**src/rtl/template_pkg.sv**
```systemverilog
`default_nettype none
// ============================================================================
//  Module   : template_pkg
//  Brief    : Shared types and geometry for the template write/read paths.
//  Revision : 1.0
// ============================================================================
package template_pkg;

    typedef enum logic [2:0] {
        IDLE    = 3'd0,
        COLLECT = 3'd1,
        WRITE   = 3'd2,
        AVG     = 3'd3,
        DONE    = 3'd4
    } state_t;

    localparam int TMPL_ROWS    = 16;
    localparam int TMPL_COLS    = 4;
    localparam int PIX_PER_WORD = 4;
    localparam int PIX_W        = 8;
    localparam int ADDR_W       = 7;
    localparam int AVG_LANE_LSB = 24;
    localparam int SUM_W        = 16;
    localparam int LANE_W       = 2;
    localparam int WORD_W       = PIX_PER_WORD * PIX_W;

endpackage
`default_nettype wire

```
**src/rtl/template_packer.sv**
```systemverilog
`default_nettype none
// ============================================================================
//  Module   : template_packer
//  Brief    : Packs four pixels per 32-bit word and accumulates the pixel sum.
//  Revision : 1.0
// ============================================================================
module template_packer
    import template_pkg::*;
(
    input  logic              clk,
    input  logic              rst_n,
    input  logic              clear,
    input  logic              accept,
    input  logic [PIX_W-1:0]  pixel,
    output logic              word_full,
    output logic [WORD_W-1:0] word,
    output logic [SUM_W-1:0]  sum
);

    logic [LANE_W-1:0] lane;

    // Flags the accept that completes a word, so the FSM can move to WRITE on that same edge.
    assign word_full = accept && (lane == LANE_W'(PIX_PER_WORD - 1));

    always_ff @(posedge clk or negedge rst_n) begin
        if (!rst_n) begin
            lane <= '0;
            word <= '0;
            sum  <= '0;
        end else if (clear) begin
            lane <= '0;
            word <= '0;
            sum  <= '0;
        end else if (accept) begin
            word[lane*PIX_W +: PIX_W] <= pixel;
            lane                      <= lane + LANE_W'(1);
            sum                       <= sum + SUM_W'(pixel);
        end
    end

endmodule
`default_nettype wire

```
**src/rtl/template_writer.sv**
```systemverilog
`default_nettype none
// ============================================================================
//  Module   : template_writer
//  Brief    : Writes a 16x16 pixel template as 32-bit words plus a mean header.
//  Revision : 1.0
// ============================================================================
module template_writer
    import template_pkg::*;
#(
    parameter int ROWS      = TMPL_ROWS,
    parameter int COLS      = TMPL_COLS,
    parameter int AVG_SHIFT = 8
) (
    input  logic              clk,
    input  logic              rst_n,
    input  logic              start,
    input  logic [PIX_W-1:0]  pix_data,
    input  logic              pix_valid,
    output logic              pix_ready,
    output logic [WORD_W-1:0] mem_wdata,
    output logic              mem_we,
    input  logic              mem_wready,
    output logic [ADDR_W-1:0] row,
    output logic [ADDR_W-1:0] col,
    output logic              inst,
    output logic              busy,
    output logic              done
);

    localparam logic [ADDR_W-1:0] LAST_ROW = ADDR_W'(ROWS - 1);
    localparam logic [ADDR_W-1:0] LAST_COL = ADDR_W'(COLS - 1);

    state_t              state;
    logic [ADDR_W-1:0]   row_cnt;
    logic [ADDR_W-1:0]   col_cnt;
    logic                clear;
    logic                accept;
    logic                word_full;
    logic [WORD_W-1:0]   word;
    logic [SUM_W-1:0]    sum;
    logic [PIX_W-1:0]    mean;

    assign clear  = (state == IDLE) && start;
    assign accept = pix_valid && pix_ready;
    assign mean   = PIX_W'(sum >> AVG_SHIFT);

    // Pack register and sum are frozen while a write is pending, so the data bus can be steered from them.
    assign mem_wdata = !mem_we ? '0 :
                       inst    ? {mean, {AVG_LANE_LSB{1'b0}}} : word;

    template_packer u_packer (
        .clk       (clk),
        .rst_n     (rst_n),
        .clear     (clear),
        .accept    (accept),
        .pixel     (pix_data),
        .word_full (word_full),
        .word      (word),
        .sum       (sum)
    );

    always_ff @(posedge clk or negedge rst_n) begin
        if (!rst_n) begin
            state     <= IDLE;
            row_cnt   <= '0;
            col_cnt   <= '0;
            pix_ready <= 1'b0;
            mem_we    <= 1'b0;
            row       <= '0;
            col       <= '0;
            inst      <= 1'b0;
            busy      <= 1'b0;
            done      <= 1'b0;
        end else begin
            done <= 1'b0;
            case (state)
                IDLE: begin
                    if (start) begin
                        state     <= COLLECT;
                        row_cnt   <= '0;
                        col_cnt   <= '0;
                        pix_ready <= 1'b1;
                        busy      <= 1'b1;
                    end
                end
                COLLECT: begin
                    if (word_full) begin
                        state     <= WRITE;
                        pix_ready <= 1'b0;
                        mem_we    <= 1'b1;
                        row       <= row_cnt;
                        col       <= col_cnt;
                    end
                end
                WRITE: begin
                    if (mem_wready) begin
                        row <= '0;
                        col <= '0;
                        if (col_cnt == LAST_COL && row_cnt == LAST_ROW) begin
                            state <= AVG;
                            inst  <= 1'b1;
                        end else begin
                            state     <= COLLECT;
                            mem_we    <= 1'b0;
                            pix_ready <= 1'b1;
                            if (col_cnt == LAST_COL) begin
                                col_cnt <= '0;
                                row_cnt <= row_cnt + ADDR_W'(1);
                            end else begin
                                col_cnt <= col_cnt + ADDR_W'(1);
                            end
                        end
                    end
                end
                AVG: begin
                    if (mem_wready) begin
                        state  <= DONE;
                        mem_we <= 1'b0;
                        inst   <= 1'b0;
                        done   <= 1'b1;
                    end
                end
                DONE: begin
                    state <= IDLE;
                    busy  <= 1'b0;
                end
                default: begin
                    state <= IDLE;
                    busy  <= 1'b0;
                end
            endcase
        end
    end

endmodule
`default_nettype wire

```
**config.mk**
```make
export PLATFORM = sky130hd
export DESIGN_NAME = template_writer
export DESIGN_NICKNAME = d
export VERILOG_FILES = /design/src/rtl/template_pkg.sv /design/src/rtl/template_packer.sv /design/src/rtl/template_writer.sv
export SDC_FILE = /design/constraint.sdc
export NUM_CORES = 1
export LEC_CHECK = 0
export ABC_AREA = 1
export CORE_ASPECT_RATIO = 1.2
export CORE_MARGIN = 5
export CORE_UTILIZATION = 69
export DETAILED_ROUTE_END_ITERATION = 6
export DONT_BUFFER_PORTS = 1
export PLACE_DENSITY = 0.9
export SETUP_SLACK_MARGIN = 0.05
export SYNTH_ARGS = -nofsm -noshare
export SYNTH_HDL_FRONTEND = slang
export SYNTH_SLANG_ARGS = --single-unit
```
**constraint.sdc**
```tcl
create_clock -name clk -period 3.5 [get_ports clk]
set_input_delay 1.05 -clock clk [delete_from_list [all_inputs] [get_ports clk]]
set_output_delay 1.05 -clock clk [all_outputs]
set_load 0.02 [all_outputs]
```
==> summary.md, run 1 <==
| Metric | Value |
|---|---|
| Total Neg Setup Slack | 0 ns |
| Tmin final | 3.065 ns |
| EDFF count, synth | 0 |
| Drt drc | 0 |
| Inserted Clock Buffers | 9 |
| First-pass GRT wire length | 19.06 mm |
| Max Slew Vio Count | 0 |
| Final setup fails | 0 |
| H-tree levels | 3 |
| Critical setup path kind | flip-flop to output pin |
| Syn avg cell area | 8.011 um2 |
| Critical Path Sink Type | output pin |
| Detailed Route Iter0 Violations | 267 |
| PD cells | 756.8 mW/mm2 |
| Slew margin rel. | 0.5884 |
| FFs w/ async S/R, synth | 1.000 |
| Final Hold Vio Count | 0 |
| Synth unique cells | 39 |
| GRT overflow | 0 |
| WL final | 11.44 mm |
| Core area | 0.006771 mm2 |
| Leading area contributor after synthesis | dfrtp_1 |
| Fin crit share | 0.8756 |
| Synth top area cells | dfrtp_1 45%, inv_1 7.8%, nand2_1 7.8% |
| Detailed placement HPWL | 8.200 mm |
| Post-CTS Setup Inserts | 0 |
| Drt pass-1 iters | 6 |
| Synth top area share | 0.4545 |
| Gates resized, CTS repair | 0 |
| Initial antenna violation count | 0 |
| Worst-path maximum fanout | 24 |
| Final Util | 0.7397 |
| Vias in the first global route | 4052 |
| CP peak stage delay | 0.55 ns |
| Share of cells above drive strength 1 | 0.09076 |
| CTS hold repair buffers | 0 |
| Die W | 85.62 um |
| Wire per inst | 16.77 um |
| FMAX | 0.3263 GHz |
| Post-synth top cells | 99 x inv_1, 99 x nand2_1, 86 x dfrtp_1 |
| RD Place Congestion | 0.9141 |
| M3 GR Usage | 0.06705 |
| Met2 GRT Util | 0.4976 |
| Critical Path AT | 2.01 ns |
| CP delay by family, top | simple AND/OR/NAND/NOR gates |
| Dpl cell area | 0.004762 mm2 |
| Synth Flop Type | dfrtp_1 |
| Setup Skew | 0.01405 ns |
| Clock sinks | 86 |
| Ports | 64 |
| Slew at the pin with the worst max-slew slack | 0.6193 ns |
| Sequential-to-total area share from yosys stat | 0.4545 |
| Data required time of the worst path | 2.45 ns |
| Peak VDD IR | 0.5066 mV |
| Total power | 0.003790 W |
| Root buffer cell | clkbuf_8 |
| Yosys reg bits | 86 |
| Cell total after placement | 666 |
| IO Port Bufs | 0 |
| Synth warnings | 0 |
| Fill count | 517 |
| Die Area | 0.008625 mm2 |
| ANT nets after route | 0 |
| Layer with the highest usage | met2 |
| Met1 GRT Util | 0.3153 |
| Total GRT Usage | 0.2832 |
| Via density | 5.877 |
| Largest net degree at the start of global routing | 87 |
| Setup crit start kind | flip-flop |
| Mapped Cells | 591 |
| Max cap viols | 0 |
| Die height | 100.7 um |
| Non-Filler Instances | 682 |
| Syn_nets | 620 |
| Clock latency on the worst-skew pair | 0.38 ns |
| Syn Std Cell Area | 0.004735 mm2 |
| Std-Cell Rows | 33 |
| Initial core utilization | 0.6992 |
| Area Growth Syn to Fin | 5.787% |
| RSZ-0062 raised after global routing | no |
| Outcome | finished, final reports clean |
| Antenna Cells | 0 |
| CTS clk-pin slew, worst paths | 0.10 ns |
| CTS tree | yes |
| Final net count | 619 |
| Design area | 0.005009 mm2 |
| Via count | 4008 |
| Longest Clk Path Bufs | 2 |
| Leak pwr | 2.340 nW |
| CP Buf/Inv Count | 1 |
| Crit-path cells | inv_1, nand2_2, nor2_1 |
| Worst Hold Class | input port to asynchronous set/reset pin |
| Crit path max-delay cell type | dfrtp_1 |
[area by class of cell]
type / instances / area [um2] / area share
clock buffers: 9 / 123.9 / 0.02473
clock inverters: 7 / 120.1 / 0.02398
inverters: 105 / 400.4 / 0.07994
multi-input cells: 388 / 2103 / 0.4199
flip-flops and latches: 86 / 2152 / 0.4297
well taps: 87 / 108.9 / 0.02173
[per-stage QoR]
step | hold slack [ns] | setup WS (ns)
detailed placement | 0.4858 | 0.6219
CTS | 0.3530 | 0.2143
finish | 0.3523 | 0.4354
floorplan | 0.4570 | 1.058
global placement | 0.4750 | 0.7207
global route | 0.3423 | 0.3016
[sequential cells by signal, summed over array words and instances, names as in the netlist]
register / cells
u_packer.word: 32
row_cnt: 7
pix_ready: 1
inst: 1
col_cnt: 7
state: 3
row: 7
done: 1
mem_we: 1
busy: 1
col: 7
u_packer.sum: 16
u_packer.lane: 2
[cells in the final DEF, fill, tap and decap left out, types with 15 or more instances in the layout]
| cell | count |
|---|---|
| o21ai_1 | 17 |
| o21ai_0 | 31 |
| ha_1 | 15 |
| nor2_1 | 70 |
| inv_1 | 99 |
| o22ai_1 | 27 |
| dfrtp_1 | 86 |
| nand2_1 | 98 |
| nand3_1 | 49 |
| a21oi_1 | 21 |
[path summary, 6_finish.rpt]
path / from / to / slack, ns / cells past startpoint
min reg2reg: u_packer.sum[5] / u_packer.sum[5] / 0.51 / 2
max reg2reg: pix_ready / row[0] / 1.45 / 5
min: rst_n / u_packer.word[16] / 0.35 / 0
max in group asynchronous: rst_n / u_packer.sum[14] / 3.01 / 0
max: inst / mem_wdata[22] / 0.44 / 3
min in group clk: u_packer.sum[5] / u_packer.sum[5] / 0.51 / 2
[cells by family after synthesis]
kind of cell | share of synthesized area
and+or+nand+nor | 0.2524
xor gates and xnor gates | 0.01295
AOI/OAI and AO/OA | 0.1345
DFF | 0.4545
adders and majority gates | 0.04387
buffers and inverters | 0.1017
[worst reg2reg max path, stage by stage (launching register included)]
cell     delay, ns
dfrtp_1       0.50
nand2_2       0.27
nor2_1        0.26
nand2_1       0.33
o21ai_2       0.37
o21ai_0       0.20
[per-layer routing]
layer  wire length, um  share of wire
met1              4285           0.37
met2              5884           0.51
met3               828          0.072
met4               437          0.038
met5                 0              0
[report_power, final]
part / switching, W / internal [W] / total (W)
sequential: 0.000276 / 0.00123 / 0.00150
clock: 0.000385 / 0.000476 / 0.000862
combinational: 0.00101 / 0.000418 / 0.00143
No activity file was read; power rests on OpenSTA's default activity.
==> run 2: changes to the inputs <==
--- a/config.mk
+++ b/config.mk
@@ -8,10 +8,10 @@
 export ABC_AREA = 1
 export CORE_ASPECT_RATIO = 1.2
 export CORE_MARGIN = 5
-export CORE_UTILIZATION = 69
+export CORE_UTILIZATION = 58
 export DETAILED_ROUTE_END_ITERATION = 6
 export DONT_BUFFER_PORTS = 1
-export PLACE_DENSITY = 0.9
+export PLACE_DENSITY = 0.81
 export SETUP_SLACK_MARGIN = 0.05
 export SYNTH_ARGS = -nofsm -noshare
 export SYNTH_HDL_FRONTEND = slang
==> constraint.sdc (replaced) <==
create_clock -name clk -period 2.7 [get_ports clk]
set_input_delay 0.81 -clock clk [delete_from_list [all_inputs] [get_ports clk]]
set_output_delay 0.81 -clock clk [all_outputs]
set_load 0.02 [all_outputs]
==> run 2 against run 1 <==
Sequential power increased by 30%. First-iteration DRC count is 6.4% lower. Wire length fell by 6.4%. Global-route usage down 5.4 points. Combinational power is 29% higher. Core utilization down 10 points. Sequential share of layout area down 1.2 points. Clock skew down 0.0037 ns. Register-to-register slack worse by 0.74 ns.
==> summary.md, run 2 (synthesized netlist as in run 1, its figures left out) <==
| Metric | Value |
|---|---|
| M3 GR Usage | 0.04969 (was 0.06705) |
| Worst-path maximum fanout | 11 (was 24) |
| Die W | 92.48 um (was 85.62 um) |
| Commonest non-fill, non-tap cell in the layout | nand2_1 (was inv_1) |
| Final setup fails | 0 (unchanged) |
| Die Area | 0.01008 mm2 (was 0.008625 mm2) |
| Worst Hold Class | input port to asynchronous set/reset pin (unchanged) |
| Wire per inst | 14.94 um (was 16.77 um) |
| Initial core utilization | 0.5872 (was 0.6992) |
| Setup crit start kind | flip-flop (unchanged) |
| Slew at the pin with the worst max-slew slack | 0.5728 ns (was 0.6193 ns) |
| Critical setup path kind | flip-flop to output pin (unchanged) |
| Drt drc | 0 (unchanged) |
| RSZ-0062 raised after global routing | no (unchanged) |
| Drt pass-1 iters | 5 (was 6) |
| Dpl cell area | 0.004967 mm2 (was 0.004762 mm2) |
| CTS hold repair buffers | 0 (unchanged) |
| CTS tree | yes (unchanged) |
| Area Growth Syn to Fin | 8.932% (was 5.787%) |
| IO Port Bufs | 0 (unchanged) |
| Data required time of the worst path | 1.89 ns (was 2.45 ns) |
| Peak VDD IR | 0.5357 mV (was 0.5066 mV) |
| Via count | 3989 (was 4008) |
| Leak pwr | 2.455 nW (was 2.340 nW) |
| Final net count | 646 (was 619) |
| Antenna Cells | 0 (unchanged) |
| Max Slew Vio Count | 0 (unchanged) |
| Detailed Route Iter0 Violations | 250 (was 267) |
| R2R Setup Slk | 0.71 ns (was 1.45 ns) |
| Clock sinks | 86 (unchanged) |
| Reg2Reg Depth | 9 (was 5) |
| Setup WS pre-CTS | 0.2965 ns (was 0.6219 ns) |
| H-tree levels | 3 (unchanged) |
| Clock latency on the worst-skew pair | 0.36 ns (was 0.38 ns) |
| Detailed placement HPWL | 7.968 mm (was 8.200 mm) |
| Core area | 0.008063 mm2 (was 0.006771 mm2) |
| Longest Clk Path Bufs | 2 (unchanged) |
| Tmin final | 2.472 ns |
| Via density | 5.563 (was 5.877) |
| PD cells | 898.6 mW/mm2 (was 756.8 mW/mm2) |
| Crit path max-delay cell type | dfrtp_2 (was dfrtp_1) |
| WL final | 10.71 mm (was 11.44 mm) |
| Total power | 0.004634 W (was 0.003790 W) |
| Outcome | finished, final reports clean (unchanged) |
| Total Neg Setup Slack | 0 ns (unchanged) |
| Slew margin rel. | 0.6181 (was 0.5884) |
| Largest net degree at the start of global routing | 87 (unchanged) |
| Met1 GRT Util | 0.2662 (was 0.3153) |
| Final worst slack | 0.2282 ns (was 0.4354 ns) |
| Initial antenna violation count | 0 (unchanged) |
| Fin crit share | 0.9155 |
| Setup Skew | 0.01034 ns (was 0.01405 ns) |
| Biggest register | u_packer.word (unchanged) |
| Ports | 64 (unchanged) |
| Inserted Clock Buffers | 9 (unchanged) |
| Share of cells above drive strength 1 | 0.1318 (was 0.09076) |
| Design area | 0.005157 mm2 (was 0.005009 mm2) |
| Max cap viols | 0 (unchanged) |
| Largest registers | u_packer.word: 32 flops, u_packer.sum: 16 flops (unchanged) |
| RD Place Congestion | 0.9377 (was 0.9141) |
| Critical Path AT | 1.66 ns (was 2.01 ns) |
| Die height | 109.0 um (was 100.7 um) |
| Std-Cell Rows | 36 (was 33) |
| Root buffer cell | clkbuf_8 (unchanged) |
| Final Hold Vio Count | 0 (unchanged) |
| GRT overflow | 0 (unchanged) |
| First-pass GRT wire length | 18.49 mm (was 19.06 mm) |
| Vias in the first global route | 3961 (was 4052) |
| ANT nets after route | 0 (unchanged) |
| Max reg flops | 32 (unchanged) |
| Most frequent cells in the layout | 99 x nand2_1, 98 x inv_1, 85 x dfrtp_1 (was 99 x inv_1, 98 x nand2_1, 86 x dfrtp_1) |
| Reg2reg end | u_packer.sum[12] (was row[0]) |
| CP peak stage delay | 0.51 ns (was 0.55 ns) |
| Total GRT Usage | 0.2294 (was 0.2832) |
| Launching point of the worst reg2reg path | u_packer.sum[0] (was pix_ready) |
| FMAX | 0.4046 GHz |
| Critical Path Sink Type | output pin (unchanged) |
| Met2 GRT Util | 0.4163 (was 0.4976) |
| Crit-path cells | clkinvlp_4, buf_4, o21ai_0, a21oi_1 (was inv_1, nand2_2, nor2_1) |
| Layer with the highest usage | met2 (unchanged) |
| Worst hold margin | 0.1295 ns (was 0.3523 ns) |
| CTS clk-pin slew, worst paths | 0.09 ns (was 0.10 ns) |
run 2: area by class of cell:
type | count | area (um2)
Fill cell | 676 | 2905
Sequential cell | 86 | 2153
Multi-Input combinational cell | 388 | 2101
Inverter | 105 | 404.1
Timing Repair Buffer | 27 | 202.7
Clock buffer | 9 | 123.9
Tap cell | 95 | 118.9
Clock inverter | 7 | 53.80
run 2: what timing repair did:
action | 4_1_cts | 5_1_grt
setup buffers | 0 | 1
gates resized for setup | 0 | 2
endpoints found under the hold margin | 0 | 0
setup endpoints to repair | 0 | 27
run 2: worst max-delay path: cells and delay by family (launching register included):
family | cells | cell delay [ns]
buffers and inverters | 2 | 0.27
AOI/OAI and AO/OA | 2 | 0.53
DFF | 1 | 0.51
run 2: worst max path at each step:
stage | from | end | slack [ns]
global placement | pix_data[0] | u_packer.sum[12] | 0.40
CTS | inst | mem_wdata[1] | 0.08
floorplan | pix_data[0] | u_packer.sum[8] | 0.50
finish | inst | mem_wdata[27] | 0.23
detailed placement | pix_data[0] | u_packer.sum[12] | 0.30
global route | mem_we | mem_wdata[1] | 0.14
run 2: metal layers:
| layer | up-vias | wire (um) | share of wire |
|---|---|---|---|
| met3 | 16 | 647 | 0.060 |
| met4 | 0 | 204 | 0.019 |
| met1 | 1902 | 4239 | 0.40 |
| li1 | 1964 | - | - |
| met2 | 107 | 5618 | 0.52 |
| met5 | - | 0 | 0 |
run 2: metrics by stage:
| stage | util | instances |
|---|---|---|
| final | 0.6397 | 717 |
| after global routing | 0.6397 | 717 |
| after CTS | 0.6381 | 716 |
| after detailed placement | 0.6161 | 700 |
| after global placement | 0.6161 | 700 |
| after floorplan | - | 591 |
run 2: power by group:
part           total [W]  switching [W]  internal, W  leakage (nW)
registers        0.00195       0.000353      0.00159          1.17
logic            0.00185        0.00127     0.000577          1.19
clock network   0.000839       0.000493     0.000346        0.0948
total            0.00463        0.00212      0.00251          2.45
